===== src/rtl/serial_word_tx.sv =====
// rtl/serial_word_tx.sv - parallel-to-serial word transmitter with pending buffer and inter-frame gap
// Optional macro SERIAL_WORD_TX_REM5_EN adds the rem5/div5 modulo-5 reference ports.
module serial_word_tx #(
    parameter int WIDTH      = 16,
    parameter bit MSB_FIRST  = 1'b1,
    parameter int GAP_CYCLES = 0
) (
    input  logic             clk,
    input  logic             rst_n,
    input  logic             s_valid,
    output logic             s_ready,
    input  logic [WIDTH-1:0] s_data,
    output logic             out_valid,
    input  logic             out_ready,
    output logic             out_bit,
    output logic             out_first,
    output logic             out_last,
    output logic             busy
`ifdef SERIAL_WORD_TX_REM5_EN
    ,
    output logic [2:0]       rem5,
    output logic [0:0]       div5
`endif
);

    localparam int CW = $clog2(WIDTH);
    localparam logic [CW-1:0] LAST_BIT = CW'(WIDTH - 1);
    localparam logic [7:0] GAP_LAST = 8'(GAP_CYCLES - 1);

    typedef enum logic [1:0] {IDLE, SHIFT, GAP} state_t;

    state_t           state, state_next;
    logic [WIDTH-1:0] shreg;
    logic [WIDTH-1:0] pend;
    logic             pend_valid;
    logic [CW-1:0]    bit_cnt;
    logic [7:0]       gap_cnt;

    logic accept, xfer, frame_end, gap_done;
    logic ld_in, ld_pend, to_pend;

    assign s_ready   = !pend_valid;
    assign out_valid = (state == SHIFT);
    assign out_bit   = MSB_FIRST ? shreg[WIDTH-1] : shreg[0];
    assign out_first = (state == SHIFT) && (bit_cnt == '0);
    assign out_last  = (state == SHIFT) && (bit_cnt == LAST_BIT);
    assign busy      = (state != IDLE) || pend_valid;

    assign accept    = s_valid && s_ready;
    assign xfer      = out_valid && out_ready;
    assign frame_end = xfer && out_last;
    assign gap_done  = (state == GAP) && (gap_cnt == GAP_LAST);

    always_comb begin
        state_next = state;
        ld_in      = 1'b0;
        ld_pend    = 1'b0;
        to_pend    = 1'b0;
        case (state)
            IDLE: begin
                if (accept) begin
                    ld_in      = 1'b1;
                    state_next = SHIFT;
                end
            end
            SHIFT: begin
                if (frame_end) begin
                    if (GAP_CYCLES > 0) begin
                        state_next = GAP;
                        to_pend    = accept;
                    end else if (pend_valid) begin
                        ld_pend = 1'b1;
                    end else if (accept) begin
                        ld_in = 1'b1;
                    end else begin
                        state_next = IDLE;
                    end
                end else begin
                    to_pend = accept;
                end
            end
            GAP: begin
                if (gap_done) begin
                    if (pend_valid) begin
                        ld_pend    = 1'b1;
                        state_next = SHIFT;
                    end else if (accept) begin
                        ld_in      = 1'b1;
                        state_next = SHIFT;
                    end else begin
                        state_next = IDLE;
                    end
                end else begin
                    to_pend = accept;
                end
            end
            default: state_next = IDLE;
        endcase
    end

    always_ff @(posedge clk or negedge rst_n) begin
        if (!rst_n) begin
            state <= IDLE;
        end else begin
            state <= state_next;
        end
    end

    // bit_cnt holds at frame end; only a reload returns it to zero
    always_ff @(posedge clk or negedge rst_n) begin
        if (!rst_n) begin
            shreg      <= '0;
            pend       <= '0;
            pend_valid <= 1'b0;
            bit_cnt    <= '0;
            gap_cnt    <= '0;
        end else begin
            if (ld_in) begin
                shreg   <= s_data;
                bit_cnt <= '0;
            end else if (ld_pend) begin
                shreg   <= pend;
                bit_cnt <= '0;
            end else if (xfer) begin
                shreg <= MSB_FIRST ? {shreg[WIDTH-2:0], 1'b0} : {1'b0, shreg[WIDTH-1:1]};
                if (!out_last) begin
                    bit_cnt <= bit_cnt + 1'b1;
                end
            end

            if (to_pend) begin
                pend       <= s_data;
                pend_valid <= 1'b1;
            end else if (ld_pend) begin
                pend_valid <= 1'b0;
            end

            gap_cnt <= (state == GAP) ? gap_cnt + 8'd1 : 8'd0;
        end
    end

`ifdef SERIAL_WORD_TX_REM5_EN
    logic [3:0] rem_dbl;
    logic [2:0] rem_next;

    always_comb begin
        rem_dbl  = {rem5, 1'b0} + {3'b000, out_bit};
        rem_next = (rem_dbl >= 4'd5) ? 3'(rem_dbl - 4'd5) : rem_dbl[2:0];
        if (out_first) begin
            rem_next = {2'b00, out_bit};
        end
    end

    always_ff @(posedge clk or negedge rst_n) begin
        if (!rst_n) begin
            rem5 <= 3'd0;
            div5 <= 1'b0;
        end else begin
            if (xfer) begin
                rem5 <= rem_next;
            end
            div5 <= frame_end && (rem_next == 3'd0);
        end
    end
`endif

endmodule


===== config.mk =====
export PLATFORM = sky130hd
export DESIGN_NAME = serial_word_tx
export DESIGN_NICKNAME = d
export VERILOG_FILES = /design/src/rtl/serial_word_tx.sv
export SDC_FILE = /design/constraint.sdc
export NUM_CORES = 1
export LEC_CHECK = 0
export ABC_AREA = 1
export CORE_MARGIN = 5
export CORE_UTILIZATION = 55
export DETAILED_ROUTE_END_ITERATION = 6
export GPL_TIMING_DRIVEN = 0
export PLACE_DENSITY = 0.79
export SKIP_LAST_GASP = 1
export SLEW_MARGIN = 30
export SYNTH_ARGS = -nofsm -noshare
export SYNTH_HDL_FRONTEND = slang
export SYNTH_SLANG_ARGS = --single-unit

===== constraint.sdc =====
create_clock -name clk -period 2.46 [get_ports clk]
set_clock_uncertainty 0.1 [all_clocks]
set_input_delay 0.369 -clock clk [delete_from_list [all_inputs] [get_ports clk]]
set_output_delay 0.369 -clock clk [all_outputs]
set_load 0.005 [all_outputs]

Word level (Yosys, flattened, before mapping)

Cells that the tools add are included.

Bitwise gates (word level): 0
Reductions and logical operators: 15
Divide/modulo/power cells: 0
Equal/unequal tests: 10
Order comparisons: 0
Add/sub/neg operators: 2
Shift operators: 0
Multiply operators: 0
Muxes and demuxes: 30

Operators with widths:

| kind                | count |
|---|---|
| $mux 16             | 3 |
| $mux 4              | 4 |
| $mux 1              | 13 |
| $mux 2              | 5 |
| $add 8x1->8 const B | 1 |
| $eq 8x8->1 const B  | 1 |
| $mux 8              | 1 |
| $ne 2x2->1 const B  | 4 |
| $logic_and 1x1->1   | 6 |
| $pmux 2 s3          | 1 |
| $reduce_and 5->1    | 1 |
| $add 4x1->4 const B | 1 |
| $eq 4x4->1 const B  | 1 |
| $logic_not 4->1     | 1 |
| $pmux 1 s2          | 2 |
| $reduce_bool 2->1   | 2 |
| $ne 3x1->1 const B  | 1 |
| $pmux 1 s3          | 1 |
| $reduce_bool 3->1   | 1 |
| $eq 2x1->1 const B  | 1 |
| $eq 2x2->1 const B  | 1 |
| $logic_not 2->1     | 1 |
| $ne 2x1->1 const B  | 1 |
| $reduce_and 2->1    | 1 |
| other kinds (2)     | 2 |

ROM bits: 0
Output and inout bits: 6
Memory bits (writable): 0
Memories: 0
Bits in latches: 0
Logic and storage cells: 63
Input port bits: 20
Register bits after elaboration: 47

Logic depth before layout (Yosys ltp)

Gate-level depths: netlist (run 1).

Depth in word-level cells: 8
Depth in mapped cells: 9
Mapped depth without buffers: 8

Worst setup path after synthesis (run 1)

Ideal clock, no wire load.

Kind: flip-flop to flip-flop
From: register bit_cnt[0]
To: register shreg[11]
Buffers on the path: 1
Data required time: 2.292 ns
Arrival: 1.428 ns
Cell stages (with the launch flop): 10
Library setup time: 0.068 ns
Path slack: 0.863 ns
Period minus slack after synthesis: 1.597 ns
Cells stage by stage: dfrtp_1 -> ha_1 -> nand2_2 -> nor2_8 -> nand3_1 -> nand2_1 -> nor2_2 -> buf_2 -> nand2_1 -> nand3_1

Word-level cells in the longest chain between the ends: 7
Elaborated cells between the ends (all ways): 10

Ends and longest elaborated chain:

| what                   | RTL line | RTL |
|---|---|---|
| from (decl)            | 36       | `logic [CW-1:0] bit_cnt;` |
| from (signal assigned) | 127      | `bit_cnt <= bit_cnt + 1'b1;` |
| $eq 4x4->1 *           | 46       | `assign out_last = (state == SHIFT) && (bit_cnt == LAST_BIT);` |
| $logic_and 1x1->1 *    | 46       |  |
| $logic_and 1x1->1 *    | 51       | `assign frame_end = xfer && out_last;` |
| $mux 1                 | 67       | `if (frame_end) begin` |
| $pmux 1 s2             | 59       | `case (state)` |
| $mux 16                | 121      | `end else if (ld_pend) begin` |
| $mux 16                | 118      | `if (ld_in) begin` |
| to (signal assigned)   | 119      | `shreg <= s_data;` |
| to (signal assigned)   | 122      | `shreg <= pend;` |
| to (signal assigned)   | 125      | `shreg <= MSB_FIRST ? {shreg[WIDTH-2:0], 1'b0} : {1'b0, shreg[WIDTH-1:1]};` |
| to (decl)              | 33       | `logic [WIDTH-1:0] shreg;` |

Mark *: on every way between the ends. The rest lies on a longest branch, timed or not.
A chain may end at the register's enable or synchronous reset.

Final worst setup path (run 1)

From: register bit_cnt[1]
To: output port out_last

Word-level cells in the longest chain between the ends: 2

Ends and longest elaborated chain:

| what              | RTL line | RTL |
|---|---|---|
| $eq 4x4->1        | 46       |  |
| $logic_and 1x1->1 | 46       |  |
| to (decl)         | 17       | `output logic out_last,` |

No other way between the ends.

==> impl_metrics.py, run 1 <==
metrics = {
    "critical_path": {
        "cp_max_fo": 14,
        "r2r_start": "bit_cnt[0]$_DFFE_PN0P_",
        "reg2reg_slack_ns": 0.41,
        "worstPathArrival_ns": 1.84,
        "crit_type": "flip-flop to primary output",
        "crit_end": "out_last",
        "r2r_cells": 10,
        "end_kind": "primary output",
        "crit_start": "bit_cnt[1]$_DFFE_PN0P_",
        "timing.rr.end": "shreg[13]$_DFFE_PN0P_",
        "required_ns": 1.99,
        "start_kind": "flip-flop",
    },
    "grt": {
        "grt_overflow": 0,
        "first_global_vias": 1852,
        "grt_first_pass_wirelength_um": 8211,
        "antenna_found_initial": 0,
        "grt_max_degree": 24,
        "grt_usage_pct": 20.57,
    },
    "floorplanning": {
        "ios": 26,
        "num_rows": 22,
        "die_w_um": 70.69,
        "die_h_um": 70.69,
        "die-area_mm2": 0.004997,
        "core_mm2": 0.003606,
        "start_util_pct": 56.18,
    },
    "cells_and_area": {
        "drive_gt1_share_pct": 10.89,
        "nets": 324,
        "syn2layout_area_growth_pct": 21.99,
        "fin_area_mm2": 0.002471,
        "fillerInstances": 308,
        "stdcell_count": 351,
        "multiInputGateArea_um2": 949.7,
        "antenna_cells": 0,
        "seq_area_um2": 950.9,
        "utilization_pct": 68.53,
    },
    "logic_synthesis": {
        "syn_area_mm2": 0.002026,
        "synth_fp_nets": 289,
        "synthMuxAreaShare_pct": 0,
        "synthDistinctLibCells": 23,
        "syn_inst": 267,
        "synth-seq-area-share_pct": 46.94,
        "synth_top_family_by_area": "simple AND/OR/NAND/NOR gates",
        "synth-compound-area-share_pct": 3.027,
        "synth.ff_latch_count": 38,
        "avgSynthCellArea_um2": 7.587,
        "synthAdderAreaFrac_pct": 1.235,
        "ys_warn_count": 0,
        "synth-xor-area-share_pct": 0.4324,
        "synth_simple_gate_area_share_pct": 42.19,
    },
    "sta": {
        "slew_headroom_pct": 56.89,
        "slew_viol_final": 0,
        "hold_viol": 0,
        "fin_tns_setup_ns": 0,
        "setup_viol": 0,
        "final.period_utilization_pct": 94.02,
        "fmax_ghz": 0.4324,
        "tightest_slew_ns": 0.6417,
        "rsz0062_at_grt": "false",
        "final.min_clock_period_ns": 2.313,
    },
    "cts": {
        "ctsResizeCount": 0,
        "clk_pin_slew_ns": 0.07,
        "numCtsBuffers": 5,
        "ctsRootBufferMaster": "clkbuf_8",
        "cts_tree": "yes",
        "cts_max_path_buffers": 2,
        "cts_num_sinks": 38,
        "clk_latency_ns": 0.29,
        "htree_levels": 2,
    },
    "outcome": {
        "status": "finished clean",
    },
    "power_and_ir_drop": {
        "p_clk_share_pct": 24.2,
        "internal_power_mw": 1.229,
        "power_mw": 1.834,
        "p_seq_share_pct": 48.7,
        "p_sw_share_pct": 33.00,
        "p_sw_uw": 605.2,
        "leakage_nw": 1.286,
        "combPwrFrac_pct": 27.0,
        "p_per_area_mw_per_mm2": 742.1,
        "vdd_ir_drop_max_uv": 390.4,
    },
    "placed_design": {
        "dpl.hpwl_um": 3364,
        "globalplace.congestion": 0.8505,
        "numPortBuffers": 24,
        "place_inst": 340,
        "place_area_mm2": 0.002349,
    },
    "hold_path": {
        "min_path_type": "flip-flop to flip-flop",
    },
    "drt": {
        "wl_met2_um": 2394,
        "dr_wl_met3_um": 259,
        "drt_pass1_iterations": 5,
        "dr_total_vias": 1909,
        "ant_nets": 0,
        "via_per_inst": 5.439,
        "drt-wirelength-per-cell_um": 13.98,
        "wl_met1_um": 2129,
        "drtIter0Drc": 214,
        "top_layer": "met4",
        "postRouteWirelength_um": 4906,
        "drc": 0,
    },
    "job": {
        "maxCapViolCount": 0,
    },
}
[layout by cell type, fill, tap and decap left out, types with 3 or more instances in the layout]
cell and instances:
nor2_1 3, buf_2 7, buf_4 8, nand4_1 16
inv_1 8, nand2_1 129, nand3_1 35, clkbuf_1 4
clkdlybuf4s50_1 23, o211ai_1 5, dfrtp_1 38, clkbuf_8 6
[stage by stage]
stage / hold slack (ns) / worst slack [ns]
floorplan: -0.02659 / 0.8634
global placement: 0.3554 / 0.02111
detailed placement: 0.2276 / 0.2498
CTS: 0.3766 / 0.05982
global route: 0.3965 / 0.08655
finish: 0.3771 / 0.1471
[area by class of cell]
class,instances,area share (%)
plain buffers,14,3.342
inverters,9,1.367
multi-input cells,204,38.43
well taps,48,2.430
clock buffers,7,3.494
clock inverters,1,0.2025
repair buffers,30,12.25
flip-flops and latches,38,38.48
[state kept, by name (all words and copies together), names as in the netlist]
name        cells
state           1
pend_valid      1
bit_cnt         4
shreg          16
pend           16
[power by group through the flow]
stage,clock (mW),sequential [mW],combinational (mW)
finish,0.445,0.893,0.496
floorplan,0,0.876,0.346
global route,0.471,0.912,0.561
global placement,0,0.897,0.474
CTS,0.448,0.890,0.495
detailed placement,0,0.900,0.495
[per-layer routing]
metal,GRT usage [%],vias up
met2,34.29,52
met3,3.835,12
met4,11.06,0
li1,-,939
met5,0,-
met1,25.14,906
[Yosys cell counts]
master / instances / share of area, %
nand2_1: 129 / 24
dfrtp_1: 38 / 47
nand3_1: 35 / 8.6
nand4_1: 16 / 4.9
inv_1: 8 / 1.5
buf_2: 7 / 1.7
o211ai_1: 5 / 1.9
buf_4: 4 / 1.5
clkbuf_1: 4 / 0.74
nor2_1: 3 / 0.56
ha_1: 2 / 1.2
nand2_2: 2 / 0.62
nor2_2: 2 / 0.62
nor3_1: 2 / 0.49
o21ai_1: 2 / 0.49
a21oi_1: 1 / 0.25
buf_6: 1 / 0.56
inv_2: 1 / 0.19
nand3_4: 1 / 0.86
nor2_4: 1 / 0.56
nor2_8: 1 / 0.99
o21ai_2: 1 / 0.43
xnor2_1: 1 / 0.43
[logic make-up after synthesis]
kind of cell,after synthesis
buf+inv,25
fa+ha+maj,2
compound gates,9
xor+xnor,1
flops,38
simple gates,192
[critical path, cell delays in order (launching register included)]
cell and delay (ns):
dfrtp_1 0.43, ha_1 0.25, nand2_2 0.12, nor2_8 0.21, clkdlybuf4s50_1 0.55
[worst min-delay path by stage]
| stage | start | to | slack, ns | cells past startpoint |
|---|---|---|---|---|
| floorplan | rst_n | bit_cnt[0]$_DFFE_PN0P_ | -0.03 | 0 |
| CTS | pend[3]$_DFFE_PN0P_ | pend[3]$_DFFE_PN0P_ | 0.38 | 2 |
| detailed placement | rst_n | pend[6]$_DFFE_PN0P_ | 0.23 | 1 |
| global route | pend[4]$_DFFE_PN0P_ | pend[4]$_DFFE_PN0P_ | 0.40 | 2 |
| global placement | pend[4]$_DFFE_PN0P_ | pend[4]$_DFFE_PN0P_ | 0.36 | 2 |
| finish | pend[3]$_DFFE_PN0P_ | pend[3]$_DFFE_PN0P_ | 0.38 | 2 |
[repair_timing]
action	4_1_cts	5_1_grt
hold endpoints to repair	15	0
endpoints found under the setup margin	2	1
buffers inserted	0	4
hold buffers	1	0
gates cloned	0	0
pin swaps	0	1
Power figures use the tool's default switching activity.
==> inputs of run 2 (changes only) <==
--- a/config.mk
+++ b/config.mk
@@ -6,11 +6,13 @@
 export NUM_CORES = 1
 export LEC_CHECK = 0
 export ABC_AREA = 1
+export CAP_MARGIN = 10
 export CORE_MARGIN = 5
-export CORE_UTILIZATION = 55
+export CORE_UTILIZATION = 59
+export CTS_CLUSTER_DIAMETER = 150
 export DETAILED_ROUTE_END_ITERATION = 6
 export GPL_TIMING_DRIVEN = 0
-export PLACE_DENSITY = 0.79
+export PLACE_DENSITY = 0.84
 export SKIP_LAST_GASP = 1
 export SLEW_MARGIN = 30
 export SYNTH_ARGS = -nofsm -noshare
==> run 2 against run 1 <==
Flip-flop and latch count is the same; first-iteration DRC count is 9.3% higher; clock-buffer cell count is 1 lower; wire length is 4.4% lower; setup slack better by 0.017 ns; clock power is 20% lower; critical endpoint unchanged.
==> impl_metrics.py, run 2 (synthesis results as in run 1) <==
metrics = {
    "floorplanning": {
        "core_mm2": 0.003337,
        "num_rows": 21,
        "start_util_pct": 60.70,
        "die_h_um": 68.60,
        "ios": 26,
        "die-area_mm2": 0.004705,
        "die_w_um": 68.60,
    },
    "cells_and_area": {
        "reg_top3": "pend x16, shreg x16, bit_cnt x4",
        "fillerInstances": 275,
        "seq_area_um2": 950.9,
        "syn2layout_area_growth_pct": 19.77,
        "layout_commonest_cell": "nand2_1",
        "antenna_cells": 0,
        "multiInputGateArea_um2": 949.7,
        "mostFrequentLayoutCells": "nand2_1 (129), dfrtp_1 (38), nand3_1 (35)",
        "drive_gt1_share_pct": 10.63,
        "utilization_pct": 72.70,
        "nets": 322,
    },
    "sta": {
        "setup_viol": 0,
        "fmax_ghz": 0.4356,
        "slew_headroom_pct": 60.19,
        "rsz0062_at_grt": "false",
        "tightest_slew_ns": 0.5926,
        "slew_viol_final": 0,
        "final.period_utilization_pct": 93.33,
        "hold_viol": 0,
        "fin_tns_setup_ns": 0,
        "final.min_clock_period_ns": 2.296,
    },
    "grt": {
        "grt_use_met1_pct": 30.11,
        "grt_overflow": 0,
        "grt_max_degree": 22,
        "use_met2_pct": 37.66,
        "top_usage_layer": "met2",
        "grt_first_pass_wirelength_um": 8190,
        "antenna_found_initial": 0,
        "grt_use_met3_pct": 3.728,
        "first_global_vias": 1839,
        "grt_usage_pct": 23.02,
    },
    "critical_path": {
        "cp_max_fo": 9,
        "start_kind": "flip-flop",
        "crit_type": "flip-flop to primary output",
        "reg2reg_slack_ns": 0.46,
        "required_ns": 1.99,
        "end_kind": "primary output",
        "worstPathArrival_ns": 1.83,
        "r2r_start": "bit_cnt[0]$_DFFE_PN0P_",
        "r2r_cells": 10,
        "timing.rr.end": "shreg[3]$_DFFE_PN0P_",
    },
    "power_and_ir_drop": {
        "p_seq_share_pct": 51.3,
        "p_sw_share_pct": 34.81,
        "p_per_area_mw_per_mm2": 718.5,
        "p_sw_uw": 606.8,
        "vdd_ir_drop_max_uv": 427.9,
        "combPwrFrac_pct": 28.4,
        "internal_power_mw": 1.136,
        "p_clk_share_pct": 20.3,
        "leakage_nw": 1.261,
    },
    "drt": {
        "postRouteWirelength_um": 4690,
        "via_per_inst": 5.476,
        "ant_nets": 0,
        "dr_total_vias": 1900,
        "drtIter0Drc": 234,
        "drt_pass1_iterations": 4,
        "drc": 0,
        "drt-wirelength-per-cell_um": 13.52,
    },
    "cts": {
        "cts_tree": "yes",
        "clk_pin_slew_ns": 0.13,
        "numCtsBuffers": 5,
        "clk_latency_ns": 0.35,
        "ctsRootBufferMaster": "clkbuf_4",
        "ctsResizeCount": 0,
        "cts_num_sinks": 38,
        "htree_levels": 2,
        "cts_max_path_buffers": 2,
    },
    "hold_path": {
        "min_path_type": "primary input to asynchronous set/reset pin",
    },
    "job": {
        "maxCapViolCount": 0,
    },
    "placed_design": {
        "numPortBuffers": 24,
        "dpl.hpwl_um": 3257,
        "globalplace.congestion": 0.8881,
    },
    "outcome": {
        "status": "finished clean",
    },
}
==> run 2: cell count changes in the layout (fill, tap and decap cells not counted), sizes merged <==
cell,delta
clkinvlp,+1
buf,-2
clkbuf,-1
==> run 2: layout make-up <==
cell class | count | share of cell area, %
well taps | 46 | 2.372
multi-input cells | 204 | 39.14
clock buffers | 6 | 2.114
repair buffers | 28 | 11.86
plain buffers | 14 | 3.404
flip-flops and latches | 38 | 39.20
clock inverters | 2 | 0.5157
inverters | 9 | 1.392
==> run 2: power by group through the flow <==
stage          registers (mW)  logic [mW]  clock network (mW)
3_5_place_dp            0.903       0.496                   0
3_3_place_gp            0.899       0.470                   0
4_1_cts                 0.891       0.495               0.354
6_report                0.893       0.496               0.354
5_1_grt                 0.915       0.570               0.384
2_1_floorplan           0.876       0.346                   0
==> run 2: timing repair <==
| action | 4_1_cts | 5_1_grt |
|---|---|---|
| pin swaps | 0 | 1 |
| endpoints found under the hold margin | 17 | 0 |
| hold buffers | 1 | 0 |
| setup endpoints to repair | 2 | 1 |
| setup buffers | 0 | 2 |
| gates cloned | 0 | 0 |
==> run 2: metal layers <==
layer  wire length (um)  vias to the layer above  share of wire [%]
met5                  0                        -                  0
met4                 70                        0                1.5
met3                294                        7                6.3
met2               2297                       68                 49
met1               2028                      881                 43
li1                   -                      944                  -
==> run 2: worst max path at each step <==
stage / from / end / slack, ns / depth (start not counted)
2_1_floorplan: bit_cnt[0]$_DFFE_PN0P_ / shreg[11]$_DFFE_PN0P_ / 0.86 / 9
3_3_place_gp: rst_n / shreg[2]$_DFFE_PN0P_ / 0.04 / 1
3_5_place_dp: bit_cnt[1]$_DFFE_PN0P_ / out_last / 0.26 / 5
4_1_cts: bit_cnt[1]$_DFFE_PN0P_ / out_last / 0.001 / 4
5_1_grt: bit_cnt[1]$_DFFE_PN0P_ / out_last / 0.06 / 4
6_report: bit_cnt[0]$_DFFE_PN0P_ / out_last / 0.16 / 4
==> run 2: metrics by stage <==
step                      hold slack [ns]  instance area, um2  setup WS (ns)  instances  power [mW]
final                              0.3820                2426         0.1642        347       1.743
after global routing               0.3824                2426        0.05552        347       1.869
after CTS                          0.3683                2411       0.001076        345       1.740
after detailed placement           0.2427                2346         0.2611        338       1.399
after global placement             0.3534                2323        0.03503        337       1.369
after floorplan                  -0.02659                2026         0.8634        267       1.222
==> run 2: critical path, stage by stage, from the launching register on <==
cell and delay [ns]:
dfrtp_1 0.44, ha_1 0.25, nand2_2 0.11, nor2_8 0.16, clkdlybuf4s50_1 0.52
==> inputs of run 3 (changes only) <==
--- a/config.mk
+++ b/config.mk
@@ -7,7 +7,7 @@
 export LEC_CHECK = 0
 export ABC_AREA = 1
 export CAP_MARGIN = 10
-export CORE_MARGIN = 5
+export CORE_MARGIN = 3
 export CORE_UTILIZATION = 59
 export CTS_CLUSTER_DIAMETER = 150
 export DETAILED_ROUTE_END_ITERATION = 6
==> run 3 against run 2 <==
Wire length is 1.3% higher; critical endpoint is now busy; flip-flop and latch count is the same; largest power group unchanged; critical path depth unchanged; cell count down 0.29%; fmax grew 0.10%; clock power hardly changed; final area is 0.10% lower.
==> impl_metrics.py, run 3 (synthesis results as in run 1) <==
metrics = {
    "grt": {
        "grt_overflow": 0,
        "antenna_found_initial": 0,
        "grt_first_pass_wirelength_um": 8086,
        "grt_max_degree": 27,
        "first_global_vias": 1769,
        "grt_usage_pct": 25.08,
    },
    "floorplanning": {
        "die_h_um": 64.60,
        "die_w_um": 64.60,
        "ios": 26,
        "die-area_mm2": 0.004173,
        "num_rows": 20,
        "core_mm2": 0.003153,
        "start_util_pct": 64.25,
    },
    "drt": {
        "postRouteWirelength_um": 4750,
        "drtIter0Drc": 228,
        "drc": 0,
        "dr_total_vias": 1920,
        "drt-wirelength-per-cell_um": 13.73,
        "drt_pass1_iterations": 5,
        "via_per_inst": 5.549,
        "ant_nets": 0,
    },
    "power_and_ir_drop": {
        "combPwrFrac_pct": 28.5,
        "p_seq_share_pct": 51.1,
        "p_clk_share_pct": 20.4,
        "leakage_nw": 1.264,
        "p_per_area_mw_per_mm2": 721.4,
        "power_mw": 1.748,
        "p_sw_share_pct": 35.01,
        "internal_power_mw": 1.136,
        "vdd_ir_drop_max_uv": 522.0,
        "p_sw_uw": 612.1,
    },
    "critical_path": {
        "cp_max_fo": 19,
        "critPathBufInv": 3,
        "worstPathArrival_ns": 1.82,
        "required_ns": 1.99,
        "critical_path.top_delay_family": "buffers and inverters",
        "start_kind": "flip-flop",
        "worst_path_max_delay_cell": "clkdlybuf4s50_1",
        "worstPathCellList": "buf_2 -> inv_1 -> nand2_1 -> clkdlybuf4s50_1",
        "end_kind": "primary output",
        "critPathMaxStageDelay_ns": 0.50,
        "crit_type": "flip-flop to primary output",
    },
    "sta": {
        "setup_viol": 0,
        "final.period_utilization_pct": 93.23,
        "tightest_slew_ns": 0.5906,
        "fin_tns_setup_ns": 0,
        "final.min_clock_period_ns": 2.293,
        "fmax_ghz": 0.4360,
        "rsz0062_at_grt": "false",
        "slew_viol_final": 0,
        "setup_ws_ns": 0.1666,
        "hold_viol": 0,
        "slew_headroom_pct": 60.33,
    },
    "cts": {
        "cts_tree": "yes",
        "cts_max_path_buffers": 2,
        "cts_num_sinks": 38,
        "ctsRootBufferMaster": "clkbuf_4",
        "numCtsBuffers": 5,
        "clk_pin_slew_ns": 0.12,
        "clk_latency_ns": 0.36,
        "ctsResizeCount": 0,
        "htree_levels": 2,
    },
    "job": {
        "maxCapViolCount": 0,
    },
    "placed_design": {
        "globalplace.congestion": 0.8427,
        "numPortBuffers": 24,
        "dp_slack_ns": 0.2490,
        "dpl.hpwl_um": 3184,
    },
    "cells_and_area": {
        "reg_top3": "pend x16, shreg x16, bit_cnt x4",
        "mostFrequentLayoutCells": "nand2_1 (129), dfrtp_1 (38), nand3_1 (35)",
        "antenna_cells": 0,
        "nets": 323,
        "layout_commonest_cell": "nand2_1",
        "drive_gt1_share_pct": 10.93,
        "syn2layout_area_growth_pct": 19.64,
    },
    "hold_path": {
        "min_path_type": "primary input to asynchronous set/reset pin",
    },
    "outcome": {
        "status": "finished clean",
    },
}
==> run 3: cell types whose count changed in the layout (fill, tap and decap cells not counted), sizes merged <==
cell	change
buf	+1
==> run 3: worst reg2reg max path, cell delays in order, from the launching register on <==
cell	delay, ns
dfrtp_1	0.44
ha_1	0.25
nand2_2	0.12
nor2_8	0.13
buf_4	0.21
nand3_4	0.14
buf_2	0.24
nand2_1	0.09
nand2_1	0.07
nand2_1	0.07
nand3_1	0.06
==> run 3: final timing paths <==
| path | from | endpoint | slack, ns | cells after the start |
|---|---|---|---|---|
| min in group clk | out_ready | shreg[5]$_DFFE_PN0P_ | 0.35 | 5 |
| worst min register to register | pend[8]$_DFFE_PN0P_ | pend[8]$_DFFE_PN0P_ | 0.39 | 2 |
| max in group asynchronous | rst_n | bit_cnt[1]$_DFFE_PN0P_ | 1.49 | 3 |
| worst max register to register | bit_cnt[0]$_DFFE_PN0P_ | shreg[1]$_DFFE_PN0P_ | 0.45 | 10 |
| worst min-delay path | rst_n | shreg[3]$_DFFE_PN0P_ | 0.33 | 2 |
| worst max-delay path | pend_valid$_DFFE_PN0P_ | busy | 0.17 | 4 |
==> run 3: through the flow <==
step	utilization, %	instance area [um2]	hold WS [ns]	cells
after global routing	76.87	2424	0.3482	346
after floorplan	-	2026	-0.02659	267
after detailed placement	74.09	2336	0.1806	336
after CTS	76.15	2401	0.3099	343
after global placement	73.61	2321	0.3554	335
final	76.87	2424	0.3342	346
==> run 3: repair_timing <==
action	in CTS	in global routing
endpoints found under the setup margin	2	1
pin swaps	0	1
hold endpoints to repair	12	0
hold buffers	1	0
setup buffers	0	3
==> run 3: cell type report <==
cell class | instances | area, um2
flip-flops and latches | 38 | 950.9
repair buffers | 29 | 287.8
inverters | 9 | 33.78
clock inverters | 2 | 12.51
clock buffers | 6 | 51.30
well taps | 44 | 55.05
multi-input cells | 204 | 949.7
fillers | 249 | 729.5
plain buffers | 14 | 82.58
==> run 3: layer usage <==
metal	track usage [%]	wire length, um	vias up
li1	-	-	936
met5	0	0	-
met3	4.333	270	14
met2	40.46	2204	81
met4	12.93	126	0
met1	32.36	2148	889
==> run 3: power by group through the flow <==
stage          Sequential, mW  Combinational [mW]  Clock, mW
3_5_place_dp            0.901               0.494          0
3_3_place_gp            0.893               0.472          0
6_report                0.894               0.498      0.356
5_1_grt                 0.912               0.565      0.385
4_1_cts                 0.889               0.494      0.365
2_1_floorplan           0.876               0.346          0
==> patch 1 (settings of run 1) <==
Re-encode `state_t` (3 states) as one-hot, 3 bits wide.
--- a/src/rtl/serial_word_tx.sv
+++ b/src/rtl/serial_word_tx.sv
@@ -27,7 +27,7 @@
     localparam logic [CW-1:0] LAST_BIT = CW'(WIDTH - 1);
     localparam logic [7:0] GAP_LAST = 8'(GAP_CYCLES - 1);
 
-    typedef enum logic [1:0] {IDLE, SHIFT, GAP} state_t;
+    typedef enum logic [2:0] {IDLE = 3'b001, SHIFT = 3'b010, GAP = 3'b100} state_t;
 
     state_t           state, state_next;
     logic [WIDTH-1:0] shreg;
Function: no difference found for any inputs over 10 cycles, from zero or initial values and one cycle with rst_n low; not proved beyond that.
==> patch 1 against run 1 <==
Final cell count up 0.28%. Core utilization fell by 1.2 points. Area after synthesis rose by 8.2%. First-iteration DRC count is 1.9% lower. Design area increased by 7.4%. Worst setup slack got worse by 67 ps. Routed wire length grew 11%. Sequential cell count rose by 1. Critical endpoint unchanged.
Power is not compared: it rests on default switching activity, and its combinational part moved more than twofold at a synthesized area within 25%.
==> patch 1: results <==
# TYPE chip_impl_metric gauge
chip_impl_info{name="synth_top_cells_by_area",value="sky130_fd_sc_hd__dfrtp_1 (43%), sky130_fd_sc_hd__nand3_1 (15%), sky130_fd_sc_hd__nand2_1 (9.9%), sky130_fd_sc_hd__inv_1 (4.5%), sky130_fd_sc_hd__o21ai_0 (4.3%)"} 1
chip_impl_info{name="critical_path.reg2reg.startpoint",value="state[0]$_DFFE_PN1P_"} 1
chip_impl_metric{name="synth-seq-area-share",unit="%"} 44.60
chip_impl_metric{name="grt.met2_usage",unit="%"} 35.25
chip_impl_metric{name="gp_congestion",unit=""} 0.8355
chip_impl_metric{name="setup.reg_to_reg.worst_slack",unit="ps"} 210
chip_impl_metric{name="wirelength_met1",unit="mm"} 2.271
chip_impl_info{name="run_status",value="complete, no violations"} 1
chip_impl_metric{name="worst-r2r-cell-count",unit=""} 7
chip_impl_metric{name="placed_area",unit="mm²"} 0.002519
chip_impl_metric{name="drt_wl_total",unit="mm"} 5.468
chip_impl_metric{name="post-route-cell-area",unit="mm²"} 0.002655
chip_impl_metric{name="synth_compound_area_share",unit="%"} 6.054
chip_impl_metric{name="hpwl",unit="mm"} 3.675
chip_impl_metric{name="timing.slew.headroom",unit="%"} 62.89
chip_impl_metric{name="largest_net_degree_at_the_start_of_global_routing",unit=""} 28
chip_impl_metric{name="placement.setup.worst_slack",unit="ps"} 175.4
chip_impl_metric{name="hold-worst-slack",unit="ps"} 391.7
chip_impl_info{name="critical_path.reg2reg.endpoint",value="shreg[15]$_DFFE_PN0P_"} 1
chip_impl_metric{name="worst_path_largest_cell_delay",unit="ps"} 520
chip_impl_metric{name="drive_gt1_share",unit="%"} 11.92
chip_impl_metric{name="xor_xnor_share_of_the_synthesized_area",unit="%"} 0.3998
chip_impl_metric{name="groute.usage.overall",unit="%"} 22.25
chip_impl_metric{name="finalNetCount",unit=""} 326
chip_impl_metric{name="dr.first_iter.drc_count",unit=""} 210
chip_impl_metric{name="num_vias",unit=""} 2043
patch 1: cell count changes after synthesis, sizes merged, moves of 2 or more:
| cell | delta |
|---|---|
| buf | +2 |
| a21oi | +4 |
| nand2 | -68 |
| ha | +3 |
| nand3 | +32 |
| o211ai | -5 |
| inv | +19 |
| nor2 | -5 |
| o21ai | +17 |
patch 1: cell type report:
cell class / instances / area share, %
clock buffers: 6 / 3.110
inverters: 28 / 3.959
well taps: 50 / 2.356
clock inverters: 2 / 1.320
repair buffers: 27 / 10.37
plain buffers: 16 / 3.959
flip-flops and latches: 39 / 36.80
multi-input cells: 184 / 38.12
patch 1: where the power goes:
group / total (mW) / internal [mW] / leakage [nW] / switching, mW
clock network: 0.561 / 0.328 / 0.0612 / 0.232
logic: 0.129 / 0.0645 / 0.736 / 0.0642
registers: 0.684 / 0.667 / 0.521 / 0.0175
total: 1.37 / 1.06 / 1.32 / 0.314
==> patch 2 (settings of run 1) <==
Without the edit above. The parameter `MSB_FIRST` goes from 1'b1 to 1'b0.
--- a/src/rtl/serial_word_tx.sv
+++ b/src/rtl/serial_word_tx.sv
@@ -2,7 +2,7 @@
 // Optional macro SERIAL_WORD_TX_REM5_EN adds the rem5/div5 modulo-5 reference ports.
 module serial_word_tx #(
     parameter int WIDTH      = 16,
-    parameter bit MSB_FIRST  = 1'b1,
+    parameter bit MSB_FIRST  = 1'b0,
     parameter int GAP_CYCLES = 0
 ) (
     input  logic             clk,
Check against the original RTL: not equivalent (Yosys sat finds a counterexample within 4 cycles, from zero or initial values and one cycle with rst_n low).
==> patch 2 against run 1 <==
Total power is 15% higher. Worst setup slack worse by 47 ps. Design area is 0.56% higher. Sequential cell count stayed put. Area after synthesis is 0.86% lower. Routed wire length is 3.2% lower. Clock power is 43% higher. Maximum frequency is 2.0% lower. Largest cell class unchanged.
==> patch 2: results <==
# TYPE chip_impl_metric gauge
chip_impl_metric{name="first_global_vias",unit=""} 1795
chip_impl_metric{name="placedCellCount",unit=""} 341
chip_impl_metric{name="hold-worst-slack",unit="ps"} 380.7
chip_impl_metric{name="drive_gt1_share",unit="%"} 10.60
chip_impl_metric{name="pg_seq",unit="µW"} 927
chip_impl_metric{name="total_leakage_power",unit="nW"} 1.264
chip_impl_metric{name="synth_compound_area_share",unit="%"} 3.302
chip_impl_metric{name="power_frac_clock",unit="%"} 30.1
chip_impl_metric{name="grt.met2_usage",unit="%"} 33.68
chip_impl_metric{name="worst_slew_pin_slew",unit="ps"} 513.3
chip_impl_metric{name="netSwitchingPower",unit="µW"} 661.0
chip_impl_metric{name="met3RoutedLength",unit="µm"} 238
chip_impl_metric{name="post-synth-top-area-fraction",unit="%"} 47.35
chip_impl_metric{name="dr.first_iter.drc_count",unit=""} 161
chip_impl_metric{name="synth.lib_cells_used.distinct",unit=""} 22
chip_impl_metric{name="multi_input_area_share",unit="%"} 37.26
chip_impl_metric{name="design_power_total",unit="mW"} 2.111
chip_impl_info{name="most_common_library_cells_after_synthesis",value="sky130_fd_sc_hd__nand2_1 (128), sky130_fd_sc_hd__dfrtp_1 (38), sky130_fd_sc_hd__nand3_1 (35), sky130_fd_sc_hd__nand4_1 (16), sky130_fd_sc_hd__buf_2 (9)"} 1
chip_impl_metric{name="post_synth_fa_ha_maj_area_fraction",unit="%"} 1.246
chip_impl_metric{name="drt_wl_total",unit="mm"} 4.751
chip_impl_metric{name="gp_congestion",unit=""} 0.8221
chip_impl_metric{name="placement.setup.worst_slack",unit="ps"} 177.8
chip_impl_metric{name="viasPerCell",unit=""} 5.431
chip_impl_metric{name="xor_xnor_share_of_the_synthesized_area",unit="%"} 0.4361
chip_impl_info{name="run_status",value="complete, no violations"} 1
chip_impl_metric{name="num-clock-buffers",unit=""} 5
chip_impl_metric{name="routed-wl-met2",unit="mm"} 2.334
chip_impl_metric{name="hpwl",unit="mm"} 3.316
chip_impl_metric{name="critPathMaxFanout",unit=""} 10
chip_impl_metric{name="worst-endpoint-arrival",unit="ps"} 1890
chip_impl_metric{name="max-vdd-ir-drop",unit="V"} 0.0005758
chip_impl_metric{name="syn_area",unit="mm²"} 0.002008
chip_impl_metric{name="postSynthNetCount",unit=""} 290
chip_impl_metric{name="groute.layer.met3.usage",unit="%"} 4.460
chip_impl_metric{name="synthesis.area_per_instance",unit="µm²"} 7.493
chip_impl_metric{name="wirelength_met1",unit="mm"} 2.073
chip_impl_metric{name="clkCellAreaFrac",unit="%"} 5.539
-- patch 2: cell count changes in the layout (fill, tap and decap cells not counted), sizes merged --
cell	run 1	this run
clkbuf	10	7
bufinv	0	2
a21oi	1	2
nand2	131	130
nand3	36	35
nor2	7	8
-- patch 2: worst min-delay path by stage --
stage / to / startpoint / depth (start not counted)
2_1_floorplan: bit_cnt[0]$_DFFE_PN0P_ / rst_n / 0
3_3_place_gp: pend[3]$_DFFE_PN0P_ / pend[3]$_DFFE_PN0P_ / 2
3_5_place_dp: pend[7]$_DFFE_PN0P_ / rst_n / 1
4_1_cts: pend[5]$_DFFE_PN0P_ / pend[5]$_DFFE_PN0P_ / 2
5_1_grt: pend[0]$_DFFE_PN0P_ / pend[0]$_DFFE_PN0P_ / 2
6_report: pend[5]$_DFFE_PN0P_ / pend[5]$_DFFE_PN0P_ / 2
-- patch 2: timing repair --
item,CTS,global route
endpoints found under the setup margin,2,0
hold buffers,1,0
gates resized for setup,1,0
setup buffers,1,0
hold endpoints to repair,15,0
